`src/rtl/logic_eval_pipe.sv`:
```
// logic_eval_pipe
//   Registered, parametrised 3-input bitwise function evaluator. Each accepted
//   beat (a, b, c, op) is evaluated combinationally and written into a
//   DEPTH-entry result FIFO. The FIFO head is offered on a valid/ready output.
//   A saturating running popcount of every accepted result is kept for
//   self-check.
//
// Ports
//   clk         rising-edge clock
//   rst_n       asynchronous active-low reset (pointers, fill, statistic)
//   clr         synchronous clear of FIFO and statistic, wins over accept/pop
//   in_valid    operand beat valid
//   in_ready    beat can be accepted (not full and not clearing)
//   in_op       function select: 0 ~c^(a&b), 1 a&b, 2 majority, 3 a^b^c
//   in_a/b/c    WIDTH-bit operands
//   out_valid   FIFO head valid
//   out_ready   consumer takes the head
//   out_data    FIFO head result (don't-care while out_valid=0)
//   fill_level  entries held, 0..DEPTH
//   ones_count  saturating sum of popcount over accepted results
module logic_eval_pipe #(
  parameter int WIDTH = 8,
  parameter int DEPTH = 4,
  parameter int CNT_W = 16
) (
  input  logic                     clk,
  input  logic                     rst_n,
  input  logic                     clr,
  input  logic                     in_valid,
  output logic                     in_ready,
  input  logic [1:0]               in_op,
  input  logic [WIDTH-1:0]         in_a,
  input  logic [WIDTH-1:0]         in_b,
  input  logic [WIDTH-1:0]         in_c,
  output logic                     out_valid,
  input  logic                     out_ready,
  output logic [WIDTH-1:0]         out_data,
  output logic [$clog2(DEPTH):0]   fill_level,
  output logic [CNT_W-1:0]         ones_count
);

  localparam int PTR_W  = $clog2(DEPTH);
  localparam int FILL_W = $clog2(DEPTH) + 1;
  localparam int POP_W  = $clog2(WIDTH + 1);
  // One spare bit above the wider of the two addends so the sum never wraps
  // before the saturation compare.
  localparam int SUM_W  = ((CNT_W > POP_W) ? CNT_W : POP_W) + 1;
  localparam logic [CNT_W-1:0] CNT_MAX = {CNT_W{1'b1}};

  // Bitwise function selected by op.
  function automatic logic [WIDTH-1:0] eval_fn(
    input logic [1:0]       op,
    input logic [WIDTH-1:0] a,
    input logic [WIDTH-1:0] b,
    input logic [WIDTH-1:0] c
  );
    logic [WIDTH-1:0] r;
    case (op)
      2'd0:    r = ~c ^ (a & b);
      2'd1:    r = a & b;
      2'd2:    r = (a & b) | (a & c) | (b & c);
      2'd3:    r = a ^ b ^ c;
      default: r = {WIDTH{1'b0}};
    endcase
    return r;
  endfunction

  // Number of set bits in a result word.
  function automatic logic [POP_W-1:0] popcount(input logic [WIDTH-1:0] v);
    logic [POP_W-1:0] n;
    n = {POP_W{1'b0}};
    for (int i = 0; i < WIDTH; i++) begin
      n = n + POP_W'(v[i]);
    end
    return n;
  endfunction

  logic [WIDTH-1:0]  mem_r [DEPTH];
  logic [PTR_W-1:0]  wr_ptr_r;
  logic [PTR_W-1:0]  rd_ptr_r;
  logic [FILL_W-1:0] fill_r;
  logic [CNT_W-1:0]  cnt_r;

  logic              accept_s;
  logic              pop_s;
  logic [WIDTH-1:0]  result_s;
  logic [SUM_W-1:0]  sum_s;
  logic [CNT_W-1:0]  cnt_next_s;

  assign in_ready   = (fill_r != FILL_W'(DEPTH)) && !clr;
  assign out_valid  = (fill_r != {FILL_W{1'b0}});
  assign out_data   = mem_r[rd_ptr_r];
  assign fill_level = fill_r;
  assign ones_count = cnt_r;

  // Handshakes, result evaluation and saturating statistic update.
  always_comb begin
    accept_s = in_valid && in_ready;
    pop_s    = out_valid && out_ready;
    result_s = eval_fn(in_op, in_a, in_b, in_c);
    sum_s    = SUM_W'(cnt_r) + SUM_W'(popcount(result_s));
    if (sum_s > SUM_W'(CNT_MAX)) begin
      cnt_next_s = CNT_MAX;
    end else begin
      cnt_next_s = sum_s[CNT_W-1:0];
    end
  end

  // FIFO pointers and occupancy; pointers wrap naturally since DEPTH is 2^n.
  always_ff @(posedge clk or negedge rst_n) begin
    if (!rst_n) begin
      wr_ptr_r <= {PTR_W{1'b0}};
      rd_ptr_r <= {PTR_W{1'b0}};
      fill_r   <= {FILL_W{1'b0}};
    end else if (clr) begin
      wr_ptr_r <= {PTR_W{1'b0}};
      rd_ptr_r <= {PTR_W{1'b0}};
      fill_r   <= {FILL_W{1'b0}};
    end else begin
      if (accept_s) begin
        wr_ptr_r <= wr_ptr_r + PTR_W'(1);
      end
      if (pop_s) begin
        rd_ptr_r <= rd_ptr_r + PTR_W'(1);
      end
      case ({accept_s, pop_s})
        2'b10:   fill_r <= fill_r + FILL_W'(1);
        2'b01:   fill_r <= fill_r - FILL_W'(1);
        default: fill_r <= fill_r;
      endcase
    end
  end

  // Saturating popcount statistic; untouched by pops.
  always_ff @(posedge clk or negedge rst_n) begin
    if (!rst_n) begin
      cnt_r <= {CNT_W{1'b0}};
    end else if (clr) begin
      cnt_r <= {CNT_W{1'b0}};
    end else if (accept_s) begin
      cnt_r <= cnt_next_s;
    end
  end

  // Result storage; deliberately not reset, contents only read while valid.
  always_ff @(posedge clk) begin
    if (accept_s) begin
      mem_r[wr_ptr_r] <= result_s;
    end
  end

endmodule
```
`config.mk`:
```
export PLATFORM = sky130hd
export DESIGN_NAME = logic_eval_pipe
export DESIGN_NICKNAME = d
export VERILOG_FILES = /design/src/rtl/logic_eval_pipe.sv
export SDC_FILE = /design/constraint.sdc
export NUM_CORES = 1
export LEC_CHECK = 0
export ABC_AREA = 0
export CAP_MARGIN = 15
export CORE_ASPECT_RATIO = 0.75
export CORE_MARGIN = 4
export CORE_UTILIZATION = 50
export CTS_BUF_LIST = sky130_fd_sc_hd__clkbuf_8
export DETAILED_ROUTE_END_ITERATION = 16
export GPL_ROUTABILITY_DRIVEN = 0
export PLACE_DENSITY = 0.79
export SYNTH_ARGS = -nofsm -noshare
export SYNTH_HDL_FRONTEND = slang
export SYNTH_SLANG_ARGS = --single-unit
```
`constraint.sdc`:
```
create_clock -name clk -period 4.3 [get_ports clk]
set_input_delay 0.86 -clock clk [delete_from_list [all_inputs] [get_ports clk]]
set_output_delay 0.86 -clock clk [all_outputs]
set_load 0.05 [all_outputs]
```
# After elaboration in Yosys (flattened, before gate mapping)
# Memory sizes are Yosys's and may differ from the RTL's.
# Index checks and enable logic that the tools add are counted.
word_totals:
  mem_count: 1
  out_inout_bits: 29
  reg_bits: 23
  mem_bits_rw: 32
  word_cells: 54
classes:
  mux: 12
  eq_ne: 6
  order_cmp: 1
  reduce_logical: 9
  n_addsub: 12
  n_bitwise: 9
memory_table:
  columns: ["memory", "depth", "word_bits", "rd", "rd_clocked_by_memory_dff", "write_ports", "line", "source"]
  rows:
  - ["mem_r", 4, 8, 1, 0, 1, "78", "logic [WIDTH-1:0] mem_r [DEPTH];"]
op_table:
  columns: ["cell", "count"]
  rows:
  - ["two-way mux 16 bit", 3]
  - ["one-hot mux 8 bit (4 select lines)", 1]
  - ["bitwise AND 8 bit", 3]
  - ["bitwise XOR 8 bit", 3]
  - ["adder 16 x 4 -> 17 bit", 1]
  - ["greater-than comparator 17 x 16 -> 1 bit (second input constant)", 1]
  - ["adder 4 x 1 -> 4 bit", 4]
  - ["bitwise OR 8 bit", 2]
  - ["two-way mux 2 bit", 4]
  - ["inverter 8 bit", 1]
  - ["== test 2 bit (second input constant)", 3]
  - ["one-hot mux 3 bit (2 select lines)", 1]
  - ["nonzero test 3 bit", 2]
  - ["adder 2 x 1 -> 2 bit (second input constant)", 2]
  - ["adder 3 x 1 -> 4 bit", 1]
  - ["== test 2 x 1 -> 1 bit (second input constant)", 2]
  - ["nonzero test 2 bit", 2]
  - ["adder 2 x 1 -> 3 bit", 1]
  - ["adder 3 x 1 -> 3 bit (second input constant)", 1]
  - ["logical AND 1 bit", 3]
  - ["two-way mux 3 bit", 1]
  - ["inequality test 3 bit (second input constant)", 1]
  - ["subtractor 3 x 1 -> 3 bit (second input constant)", 1]
  - ["adder 1 x 1 -> 2 bit", 1]
  - ["other kinds (3)", 4]

# Depth between registers and ports, before layout
# Gate-level depths: netlist of run 1.
depth:
  ltp_word: 16
  depth_mapped: 18
  ltp_nobuf: 16

# Worst setup path before layout of run 1
# OpenSTA, ideal clock, no wires.
synth_path:
  kind: "input -> register"
  from: "input port in_op[0]"
  to: "register cnt_r[10] (netlist: ones_count[10])"
  setup_ps: 96
  setup_slack_ps: -823
  t_required_ps: 4204
  arrival_ps: 5028
  stages: 18
  cell_sequence: "clkbuf_1 > buf_2 > nor2_1 > xor2_1 > nor2_1 > a21oi_1 > fa_1 > inv_1 > fa_1 > fa_1 > fa_1 > inv_1 > fa_1 > a21o_1 > a21oi_1 > or4_4 > buf_6 > a311oi_2"
synth_between:
  word_cells_on_any_way: 17
  classes_between: "add/sub (8); order compare (1); eq/ne (3); mux (4); reduce/logical (1)"
synth_lines:
  columns: ["item", "line", "source"]
  rows:
  - ["from (decl)", "31", "input logic [1:0] in_op,"]
  - ["== test 2 bit, or another cell as far along", "58", "case (op)"]
  - ["one-hot mux 8 bit (4 select lines) *", "58", null]
  - ["named net result_s[2]", "86", "logic [WIDTH-1:0] result_s;"]
  - ["adder 2 x 1 -> 3 bit *", "73", "n = n + POP_W'(v[i]);"]
  - ["adder 3 x 1 -> 4 bit *", "73", null]
  - ["adder 4 x 1 -> 4 bit * (4 in series)", "73", null]
  - ["adder 16 x 4 -> 17 bit *", "101", "sum_s = SUM_W'(cnt_r) + SUM_W'(popcount(result_s));"]
  - ["greater-than comparator 17 x 16 -> 1 bit", "102", "if (sum_s > SUM_W'(CNT_MAX)) begin"]
  - ["two-way mux 16 bit *", "102", null]
  - ["two-way mux 16 bit *", "140", "end else if (accept_s) begin"]
  - ["two-way mux 16 bit *", "138", "end else if (clr) begin"]
  - ["to (signal assigned)", "137", "cnt_r <= {CNT_W{1'b0}};"]
  - ["to (signal assigned)", "139", "cnt_r <= {CNT_W{1'b0}};"]
  - ["to (signal assigned)", "141", "cnt_r <= cnt_next_s;"]
  - ["to (decl)", "82", "logic [CNT_W-1:0] cnt_r;"]
# Mark *: on every way through the listed nets, which the timed path passes. The rest lies on a longest branch. The select of a mux whose other input is x is not followed.
# A chain may end at the register's enable or synchronous reset.

# Worst setup path in the final report of run 1
layout_path:
  from: "input port in_b[2]"
  to: "register cnt_r[2] (netlist: ones_count[2])"
layout_between:
  elab_chain_cells: 15
  word_cells_on_any_way: 19
  classes_between: "add/sub (7); order compare (1); mux (4); bitwise (7)"
layout_rtl:
  columns: ["item", "line", "source"]
  rows:
  - ["from (decl)", "33", "input logic [WIDTH-1:0] in_b,"]
  - ["bitwise AND 8 bit", "59, 60, 61", null]
  - ["bitwise OR 8 bit (2 in series)", "61", "2'd2: r = (a & b) | (a & c) | (b & c);"]
  - ["one-hot mux 8 bit (4 select lines) *", "58", null]
  - ["named net result_s[2]", "86", null]
  - ["adder 2 x 1 -> 3 bit *", "73", null]
  - ["adder 3 x 1 -> 4 bit *", "73", null]
  - ["adder 4 x 1 -> 4 bit * (4 in series)", "73", null]
  - ["adder 16 x 4 -> 17 bit *", "101", null]
  - ["greater-than comparator 17 x 16 -> 1 bit", "102", null]
  - ["two-way mux 16 bit *", "102", null]
  - ["two-way mux 16 bit *", "140", null]
  - ["two-way mux 16 bit *", "138", null]
# Marks and branches as above.

==> impl_metrics.py, run 1 <==
metrics = {
    "detailed_routing": {
        "dr_total_vias": 2359,
        "postRouteAntennaNets": 0,
        "finalWirelength_um": 6910,
        "drt_iter0_drc": 114,
        "wl_per_cell_um": 16.0,
        "first_pass_iters": 4,
        "via_per_inst": 5.47,
        "drc": 0,
    },
    "timing": {
        "tightest_slew_ns": 1.09,
        "hold_viol_final": 0,
        "worst_slack_ns": -0.447,
        "slew_violations": 0,
        "setup_viol": 16,
        "slew_headroom": 0.271,
        "fin_tns_setup_ns": -5.28,
        "fin_worst_hold_slack_ns": 0.566,
        "rsz0062_at_grt": "true",
        "fin_skew_ns": 0.00892,
        "min_period_ns": 4.75,
        "fmax_mhz": 211,
        "fin_crit_sh": 1.10,
    },
    "global_routing": {
        "grt_usage": 0.183,
        "antenna_found_initial": 0,
        "grt_max_degree": 24,
        "grt-ovfl-total": 0,
        "grt_pass1_wl_um": 11400,
        "grt_pass1_vias": 2330,
    },
    "synth": {
        "yosysTopAreaCellShare": 0.296,
        "ys_top_cells_by_area": "edfxtp_1 (30%), dfrtp_1 (18%), fa_1 (8.6%), ha_1 (6.9%), mux4_2 (5.6%)",
        "synth_ff_type": "edfxtp_1",
        "synthCells": 266,
        "ys_types": 45,
        "async_reset_ff_frac": 0.418,
        "postSynthAreaPerCell_um2": 12.2,
        "ys_seq_elements": 55,
        "syn-num-nets": 329,
        "ys_warn_count": 0,
        "synth_edf_count": 32,
        "synth.cell_area_mm2": 0.00324,
        "synth-seq-area-share": 0.474,
        "yosysTopAreaCell": "edfxtp_1",
    },
    "power_and_ir_drop": {
        "intPower_w": 0.00131,
        "p_sw_w": 0.000959,
        "p_leak_nw": 1.78,
        "power_frac_clock": 0.131,
        "p_sw_frac": 0.422,
        "peakVddDrop_mv": 0.417,
        "power_frac_comb": 0.550,
        "sequentialPowerShare": 0.319,
        "p_per_area_mw_per_mm2": 530,
    },
    "finish": {
        "diodes": 0,
        "fill_cells": 431,
        "final_nets": 412,
        "multiInputGateArea_mm2": 0.00169,
        "area_growth_pct": 32.3,
        "fin_area_mm2": 0.00429,
        "drive_above_1_share": 0.203,
        "regArea_mm2": 0.00154,
        "fin_util": 0.682,
    },
    "worst_setup_path": {
        "crit_arrival_ns": 4.98,
        "crit_slowest_cell": "or4_4",
        "critPathLaunch": "in_b[2]",
        "crit_path_start_kind": "input pin",
        "r2r_start": "ones_count[0]",
        "crit_type": "in2reg",
        "crit_top_cell": "fa_1",
        "cp-end-kind": "register",
        "critPathMaxStageDelay_ns": 0.57,
        "path_cells": "buf_6 > fa_1 > mux2i_1 > a21oi_2 > fa_1 > inv_1 > fa_1 > fa_1 > fa_2 > inv_2 > fa_2 > a21o_1 > a21oi_4 > buf_6 > or4_4 > a31oi_1",
        "required_ns": 4.54,
        "critPathMaxFanout": 4,
    },
    "placement": {
        "dp_hpwl_um": 5040,
        "port-buffer-count": 59,
        "dpl_cell_area_mm2": 0.00402,
    },
    "clock_tree": {
        "cts_made_buffers": 5,
        "clkTransAtPathRegs_ns": 0.11,
        "cts_tree": "built",
        "htreeDepth": 2,
        "cts.sinks": 55,
        "ctsHoldBuffers": 0,
        "clk_latency_ns": 0.31,
        "clk_root_buffer_cell": "clkbuf_8",
        "clock_path_buffers": 2,
    },
    "worst_hold_path": {
        "hold_start": "ones_count[15]",
        "hp-class": "reg2reg",
    },
    "flow_run": {
        "max-cap-violations": 0,
    },
    "floorplan": {
        "fp.dieW_um": 101,
        "ios": 60,
        "dieArea_mm2": 0.00785,
        "rows": 25,
        "core-area_mm2": 0.00629,
        "initial_utilization": 0.516,
        "fp.dieH_um": 77.7,
    },
    "status": {
        "violations": "negative setup slack",
        "status": "complete, but fails checks",
    },
}
-- sequential cells by signal (all words and copies together), names as in the netlist --
signal      cells
wr_ptr_r        2
ones_count     16
fill_level      3
mem_r          32
rd_ptr_r        2
-- logic make-up after synthesis --
kind of cell / count (synthesis) / synth area share
DFF: 55 / 0.474
AOI/OAI and AO/OA: 52 / 0.103
buffers and inverters: 25 / 0.0320
and+or+nand+nor: 70 / 0.110
adders and majority gates: 32 / 0.156
xor gates and xnor gates: 13 / 0.0351
muxes: 19 / 0.0895
-- metal layers --
layer	global-route usage	vias up	routed length (um)
met5	0	-	0
met1	0.262	1138	3060
met4	0.0319	0	42
met2	0.296	78	3450
met3	0.0341	6	353
li1	-	1137	-
-- power by group through the flow --
stage                     registers, W  logic, W  clock network [W]
after global placement        0.000732   0.00112                  0
final                         0.000724   0.00125           0.000297
after floorplan               0.000800  0.000718                  0
after CTS                     0.000727   0.00122           0.000298
after global routing          0.000739   0.00135           0.000326
after detailed placement      0.000738   0.00113                  0
-- cell usage after synthesis (all sizes together), types with 3 or more instances --
library cell and count:
a21oi 12, a311oi 3, a31oi 9, and3 7, buf 4, clkbuf 6
dfrtp 23, edfxtp 32, fa 14, ha 18, inv 15, mux2i 11
mux4 8, nand2 16, nand3 5, nor2 23, nor3 4, o21ai 14
o31ai 3, xnor2 4, xor2 9
-- layout make-up --
cell class / instances / share of cell area
Timing Repair Buffer: 85 / 0.188
Inverter: 15 / 0.0131
Tap cell: 81 / 0.0236
Multi-Input combinational cell: 187 / 0.395
Sequential cell: 55 / 0.358
Clock buffer: 5 / 0.0160
Clock inverter: 3 / 0.00583
-- timing repair --
item                       in CTS  in global routing
resized for setup              33                 14
setup endpoints to repair      16                 16
gates cloned                    1                  0
setup buffers                   8                  2
pin swaps                      23                 20
-- stage by stage --
| stage | worst slack (ns) | total power [W] | std cells |
|---|---|---|---|
| 4_1_cts | -0.524 | 0.00224 | 428 |
| 3_5_place_dp | -1.13 | 0.00187 | 411 |
| 2_1_floorplan | -0.540 | 0.00152 | 266 |
| 6_report | -0.447 | 0.00227 | 431 |
| 5_1_grt | -0.592 | 0.00242 | 431 |
| 3_3_place_gp | -1.04 | 0.00185 | 411 |
-- worst paths after layout --
kind / end / slack (ns) / depth (start not counted)
min: ones_count[15] / 0.57 / 1
min reg2reg: ones_count[15] / 0.57 / 1
min in group asynchronous: ones_count[14] / 0.84 / 1
max reg2reg: ones_count[2] / 0.47 / 12
max: ones_count[2] / -0.45 / 16
max in group asynchronous: ones_count[11] / 3.02 / 2
-- critical path, delay by kind of cell --
family | cells | cell delay (ns)
adders and majority gates | 6 | 2.51
and+or+nand+nor | 1 | 0.57
AOI/OAI and AO/OA | 4 | 0.50
buffers and inverters | 4 | 0.34
muxes | 1 | 0.19
-- placed cells by master, fill, tap and decap left out, drive strengths merged, types with 2 or more instances in the layout --
| cell | instances |
|---|---|
| nor2 | 23 |
| clkbuf | 6 |
| or4 | 2 |
| a21oi | 12 |
| o21a | 2 |
| clkdlybuf4s50 | 49 |
| nand3 | 5 |
| inv | 17 |
| edfxtp | 32 |
| a31oi | 9 |
| dfrtp | 23 |
| ha | 18 |
| or3 | 2 |
| nor2b | 2 |
| a311oi | 3 |
| o211ai | 2 |
| nand2 | 16 |
| dlymetal6s2s | 3 |
| o31ai | 3 |
| a21o | 2 |
| mux4 | 8 |
| and3 | 7 |
| o21ai | 14 |
| xnor2 | 4 |
| buf | 31 |
| and4 | 2 |
| and2 | 2 |
| mux2i | 11 |
| fa | 14 |
| nor3 | 4 |
| xor2 | 9 |
| o31a | 2 |
Note: power is estimated with default switching activity, not from simulation.
==> run 2, diff against run 1 <==
==> constraint.sdc (replaced) <==
create_clock -name clk -period 5.6 [get_ports clk]
set_input_delay 1.12 -clock clk [delete_from_list [all_inputs] [get_ports clk]]
set_output_delay 1.12 -clock clk [all_outputs]
set_load 0.05 [all_outputs]
==> impl_metrics.py, run 2 (synthesis gave the netlist of run 1 again) <==
metrics = {
    "power_and_ir_drop": {
        "p_leak_nw": 1.63,
        "p_total_w": 0.00161,
        "p_per_area_mw_per_mm2": 394,
        "peakVddDrop_mv": 0.210,
    },
    "timing": {
        "min_period_ns": 5.43,
        "fin_crit_sh": 0.970,
        "setup_viol": 0,
        "tightest_slew_ns": 0.610,
        "fin_skew_ns": 0.0149,
        "rsz0062_at_grt": "false",
        "fmax_mhz": 184,
        "slew_headroom": 0.589,
        "slew_violations": 0,
        "fin_tns_setup_ns": 0,
        "hold_viol_final": 0,
    },
    "floorplan": {
        "core-area_mm2": 0.00629,
        "rows": 25,
        "initial_utilization": 0.516,
        "fp.dieH_um": 77.7,
        "dieArea_mm2": 0.00785,
        "ios": 60,
        "fp.dieW_um": 101,
    },
    "worst_setup_path": {
        "critPathMaxStageDelay_ns": 0.63,
        "cp-end-kind": "register",
        "crit_arrival_ns": 5.65,
        "required_ns": 5.82,
        "reg2regPathDepth": 11,
        "crit_path_start_kind": "input pin",
        "crit_type": "in2reg",
        "crit_slowest_cell": "or4_4",
        "reg2reg_slack_ns": 1.74,
        "path_cells": "clkdlybuf4s50_1 > fa_1 > mux2i_1 > a21oi_2 > fa_1 > inv_1 > fa_1 > fa_1 > fa_1 > inv_1 > fa_1 > a21o_1 > a21oi_2 > or4_4 > a311oi_2",
        "r2r_start": "ones_count[0]",
        "critPathMaxFanout": 9,
        "crit_top_cell": "fa_1",
        "critPathLaunch": "in_a[2]",
        "reg2reg_to": "ones_count[10]",
    },
    "detailed_routing": {
        "postRouteAntennaNets": 0,
        "via_per_inst": 5.50,
        "drc": 0,
        "drt_iter0_drc": 91,
        "finalWirelength_um": 6350,
        "first_pass_iters": 4,
        "wl_per_cell_um": 15.4,
        "dr_total_vias": 2264,
    },
    "clock_tree": {
        "clk_root_buffer_cell": "clkbuf_8",
        "htreeDepth": 2,
        "clock_path_buffers": 2,
        "cts.sinks": 55,
        "cts_made_buffers": 5,
        "cts_tree": "built",
        "clkTransAtPathRegs_ns": 0.10,
        "cts_setup_buffers": 0,
        "clk_latency_ns": 0.32,
    },
    "placement": {
        "placed_cells": 403,
        "dp_hpwl_um": 4870,
        "port-buffer-count": 59,
    },
    "finish": {
        "area_growth_pct": 25.8,
        "regMostFlops": "mem_r",
        "diodes": 0,
        "largest_reg_flops": 32,
        "layout_commonest_cell": "clkdlybuf4s50_1",
        "final_nets": 393,
        "final_cells": 412,
        "drive_above_1_share": 0.106,
        "most-common-layout-cells": "clkdlybuf4s50_1 (59), edfxtp_1 (32), nor2_1 (23), dfrtp_1 (23), ha_1 (18)",
    },
    "global_routing": {
        "antenna_found_initial": 0,
        "grt-ovfl-total": 0,
        "grt_usage": 0.175,
        "grt_max_degree": 24,
        "grt_pass1_vias": 2267,
        "grt_pass1_wl_um": 10800,
    },
    "status": {
        "status": "finished, final reports clean",
    },
    "worst_hold_path": {
        "min_path_cells": 1,
        "hold_start": "ones_count[15]",
        "hp-class": "reg2reg",
        "holdPathEnd": "ones_count[15]",
    },
    "flow_run": {
        "max-cap-violations": 0,
    },
}
[run 2: through the flow]
step	instance area (um^2)	util	setup WS (ns)	hold slack [ns]
2_1_floorplan	3240	-	0.217	0.516
3_3_place_gp	3940	0.627	-0.163	0.537
3_5_place_dp	3940	0.627	-0.276	0.557
4_1_cts	4030	0.642	0.0711	0.568
5_1_grt	4080	0.649	0.0361	0.590
6_report	4080	0.649	0.169	0.568
[run 2: critical path, delay by kind of cell]
kind	cells	cell delay [ns]
adder cells (fa/ha/maj)	6	2.53
multiplexers	1	0.19
AO/OA/AOI/OAI	4	0.59
buffers and inverters	3	0.58
AND/OR/NAND/NOR	1	0.63
[run 2: how the worst max path moves through the flow]
stage	endpoint	slack (ns)	depth (start not counted)
after CTS	ones_count[10]	0.07	15
after global placement	ones_count[10]	-0.16	15
after detailed placement	ones_count[10]	-0.28	15
after floorplan	ones_count[10]	0.22	18
final	ones_count[10]	0.17	15
after global routing	ones_count[10]	0.04	15
[run 2: layout make-up]
cell class / count / area [um^2]
fillers: 479 / 2210
multi-input cells: 186 / 1620
flip-flops and latches: 55 / 1540
repair buffers: 67 / 671
well taps: 81 / 101
clock buffers: 5 / 68.8
inverters: 15 / 56.3
clock inverters: 3 / 25.0
[run 2: power by group]
group	switching (W)	internal, W	leakage, nW	total, W
registers	0.0000666	0.000487	0.602	0.000553
clock network	0.000134	0.0000913	0.0452	0.000225
logic	0.000482	0.000344	0.981	0.000826
total	0.000683	0.000922	1.63	0.00161
[run 2: what timing repair did]
action	CTS	global route
endpoints found under the hold margin	0	0
hold buffers	0	0
endpoints found under the setup margin	0	11
resized for setup	0	4
[run 2: routing by layer]
layer,wire length [um],vias up,track usage
met5,0,-,0
met4,68,0,0.0438
met3,363,7,0.0377
met2,3010,59,0.274
met1,2910,1109,0.249
li1,-,1089,-
==> run 3, diff against run 2 <==
--- a/config.mk
+++ b/config.mk
@@ -14,6 +14,7 @@
 export DETAILED_ROUTE_END_ITERATION = 16
 export GPL_ROUTABILITY_DRIVEN = 0
 export PLACE_DENSITY = 0.79
+export SLEW_MARGIN = 10
 export SYNTH_ARGS = -nofsm -noshare
 export SYNTH_HDL_FRONTEND = slang
 export SYNTH_SLANG_ARGS = --single-unit
==> impl_metrics.py, run 3 (synthesis gave the netlist of run 1 again) <==
metrics = {
    "worst_setup_path": {
        "path_buf_inv": 3,
        "path_cells": "clkdlybuf4s50_1 > fa_1 > mux2i_1 > a21oi_2 > fa_1 > inv_1 > fa_1 > fa_1 > fa_1 > inv_1 > fa_1 > a21o_1 > a21oi_2 > or4_4 > a311oi_2",
        "reg2reg_slack_ns": 1.74,
        "crit_path_start_kind": "input pin",
        "r2r_start": "ones_count[0]",
        "critPathMaxStageDelay_ns": 0.62,
        "crit_top_cell": "fa_1",
        "cp-end-kind": "register",
        "crit_type": "in2reg",
        "cp.depth": 15,
        "crit_slowest_cell": "or4_4",
        "reg2reg_to": "ones_count[10]",
        "cp_top_family": "adder cells",
        "reg2regPathDepth": 11,
        "required_ns": 5.82,
        "crit_arrival_ns": 5.64,
        "critPathMaxFanout": 9,
    },
    "power_and_ir_drop": {
        "p_sw_frac": 0.427,
        "peakVddDrop_mv": 0.210,
        "p_per_area_mw_per_mm2": 395,
        "intPower_w": 0.000921,
        "sequentialPowerShare": 0.344,
        "power_frac_clock": 0.141,
        "power_frac_comb": 0.515,
        "p_leak_nw": 1.62,
        "p_sw_w": 0.000685,
    },
    "detailed_routing": {
        "postRouteAntennaNets": 0,
        "dr_total_vias": 2270,
        "drc": 0,
        "via_per_inst": 5.51,
        "wl_per_cell_um": 15.4,
        "drt_iter0_drc": 89,
        "finalWirelength_um": 6340,
        "first_pass_iters": 4,
    },
    "floorplan": {
        "fp.dieW_um": 101,
        "fp.dieH_um": 77.7,
        "rows": 25,
        "ios": 60,
        "dieArea_mm2": 0.00785,
        "core-area_mm2": 0.00629,
        "initial_utilization": 0.516,
    },
    "finish": {
        "fin_util": 0.647,
        "most-common-layout-cells": "clkdlybuf4s50_1 (59), edfxtp_1 (32), nor2_1 (23), dfrtp_1 (23), ha_1 (18)",
        "area_growth_pct": 25.4,
        "largest_reg_flops": 32,
        "fin_area_mm2": 0.00407,
        "final_cells": 412,
        "final_nets": 393,
        "regMostFlops": "mem_r",
        "diodes": 0,
        "drive_above_1_share": 0.106,
        "layout_commonest_cell": "clkdlybuf4s50_1",
        "fill_cells": 475,
    },
    "timing": {
        "fmax_mhz": 184,
        "tightest_slew_ns": 0.607,
        "fin_skew_ns": 0.0130,
        "fin_crit_sh": 0.969,
        "slew_headroom": 0.591,
        "min_period_ns": 5.43,
        "rsz0062_at_grt": "false",
        "hold_viol_final": 0,
        "setup_viol": 0,
        "slew_violations": 0,
    },
    "clock_tree": {
        "clk_root_buffer_cell": "clkbuf_8",
        "cts.sinks": 55,
        "clkTransAtPathRegs_ns": 0.10,
        "clk_latency_ns": 0.32,
        "clock_path_buffers": 2,
        "cts_tree": "built",
        "ctsHoldBuffers": 0,
        "htreeDepth": 2,
        "cts_made_buffers": 5,
    },
    "global_routing": {
        "grt-ovfl-total": 0,
        "grt_pass1_vias": 2267,
        "antenna_found_initial": 0,
        "grt_usage": 0.175,
        "grt_pass1_wl_um": 10800,
        "grt_max_degree": 24,
    },
    "placement": {
        "placed_cells": 403,
        "port-buffer-count": 59,
        "dpl_cell_area_mm2": 0.00394,
        "dp_hpwl_um": 4870,
    },
    "flow_run": {
        "max-cap-violations": 0,
    },
    "worst_hold_path": {
        "holdPathEnd": "ones_count[15]",
        "hold_start": "ones_count[15]",
        "hp-class": "reg2reg",
        "min_path_cells": 1,
    },
    "status": {
        "status": "finished, final reports clean",
    },
}
run 3: how the worst max path moves through the flow:
stage                     startpoint              to  slack, ns
after floorplan             in_op[0]  ones_count[10]       0.22
after global placement       in_a[2]  ones_count[10]      -0.16
after detailed placement     in_a[2]  ones_count[10]      -0.28
after CTS                    in_a[2]  ones_count[10]       0.07
after global routing         in_b[2]  ones_count[10]       0.04
final                        in_a[2]  ones_count[10]       0.17
run 3: layer usage:
metal / GRT usage / vias up / routed length [um]
li1: - / 1088 / -
met2: 0.274 / 56 / 2970
met3: 0.0377 / 7 / 335
met1: 0.249 / 1119 / 2960
met5: 0 / - / 0
met4: 0.0438 / 0 / 68
run 3: layout make-up:
class / count / area (um^2) / share of cell area
multi-input cells: 186 / 1620 / 0.398
flip-flops and latches: 55 / 1540 / 0.378
repair buffers: 67 / 658 / 0.162
well taps: 81 / 101 / 0.0249
clock buffers: 5 / 68.8 / 0.0169
inverters: 15 / 56.3 / 0.0138
clock inverters: 3 / 25.0 / 0.00615
run 3: what timing repair did:
action | CTS | global route
gates resized for setup | 0 | 4
buffers inserted | 0 | 0
hold endpoints to repair | 0 | 0
endpoints found under the setup margin | 0 | 11
run 3: per-stage QoR:
step | setup TNS (ns) | power [W] | hold WS, ns | setup slack [ns]
2_1_floorplan | 0 | 0.00114 | 0.516 | 0.217
3_3_place_gp | -1.41 | 0.00137 | 0.537 | -0.163
3_5_place_dp | -3.05 | 0.00139 | 0.557 | -0.276
4_1_cts | 0 | 0.00161 | 0.568 | 0.0711
5_1_grt | 0 | 0.00172 | 0.590 | 0.0367
6_report | 0 | 0.00161 | 0.571 | 0.174
run 3: power by group through the flow:
| stage | Combinational, W | Clock (W) | Sequential, W |
|---|---|---|---|
| after global routing | 0.000907 | 0.000247 | 0.000566 |
| final | 0.000826 | 0.000227 | 0.000553 |
| after global placement | 0.000809 | 0 | 0.000561 |
| after detailed placement | 0.000824 | 0 | 0.000564 |
| after CTS | 0.000826 | 0.000233 | 0.000555 |
| after floorplan | 0.000526 | 0 | 0.000614 |
run 3: worst register-to-register path, delay by kind of cell, from the launching register on:
kind	cells	cell delay [ns]
adders and majority gates	5	2.08
buffers and inverters	2	0.13
AOI/OAI and AO/OA	3	0.49
DFF	1	0.44
and+or+nand+nor	1	0.63
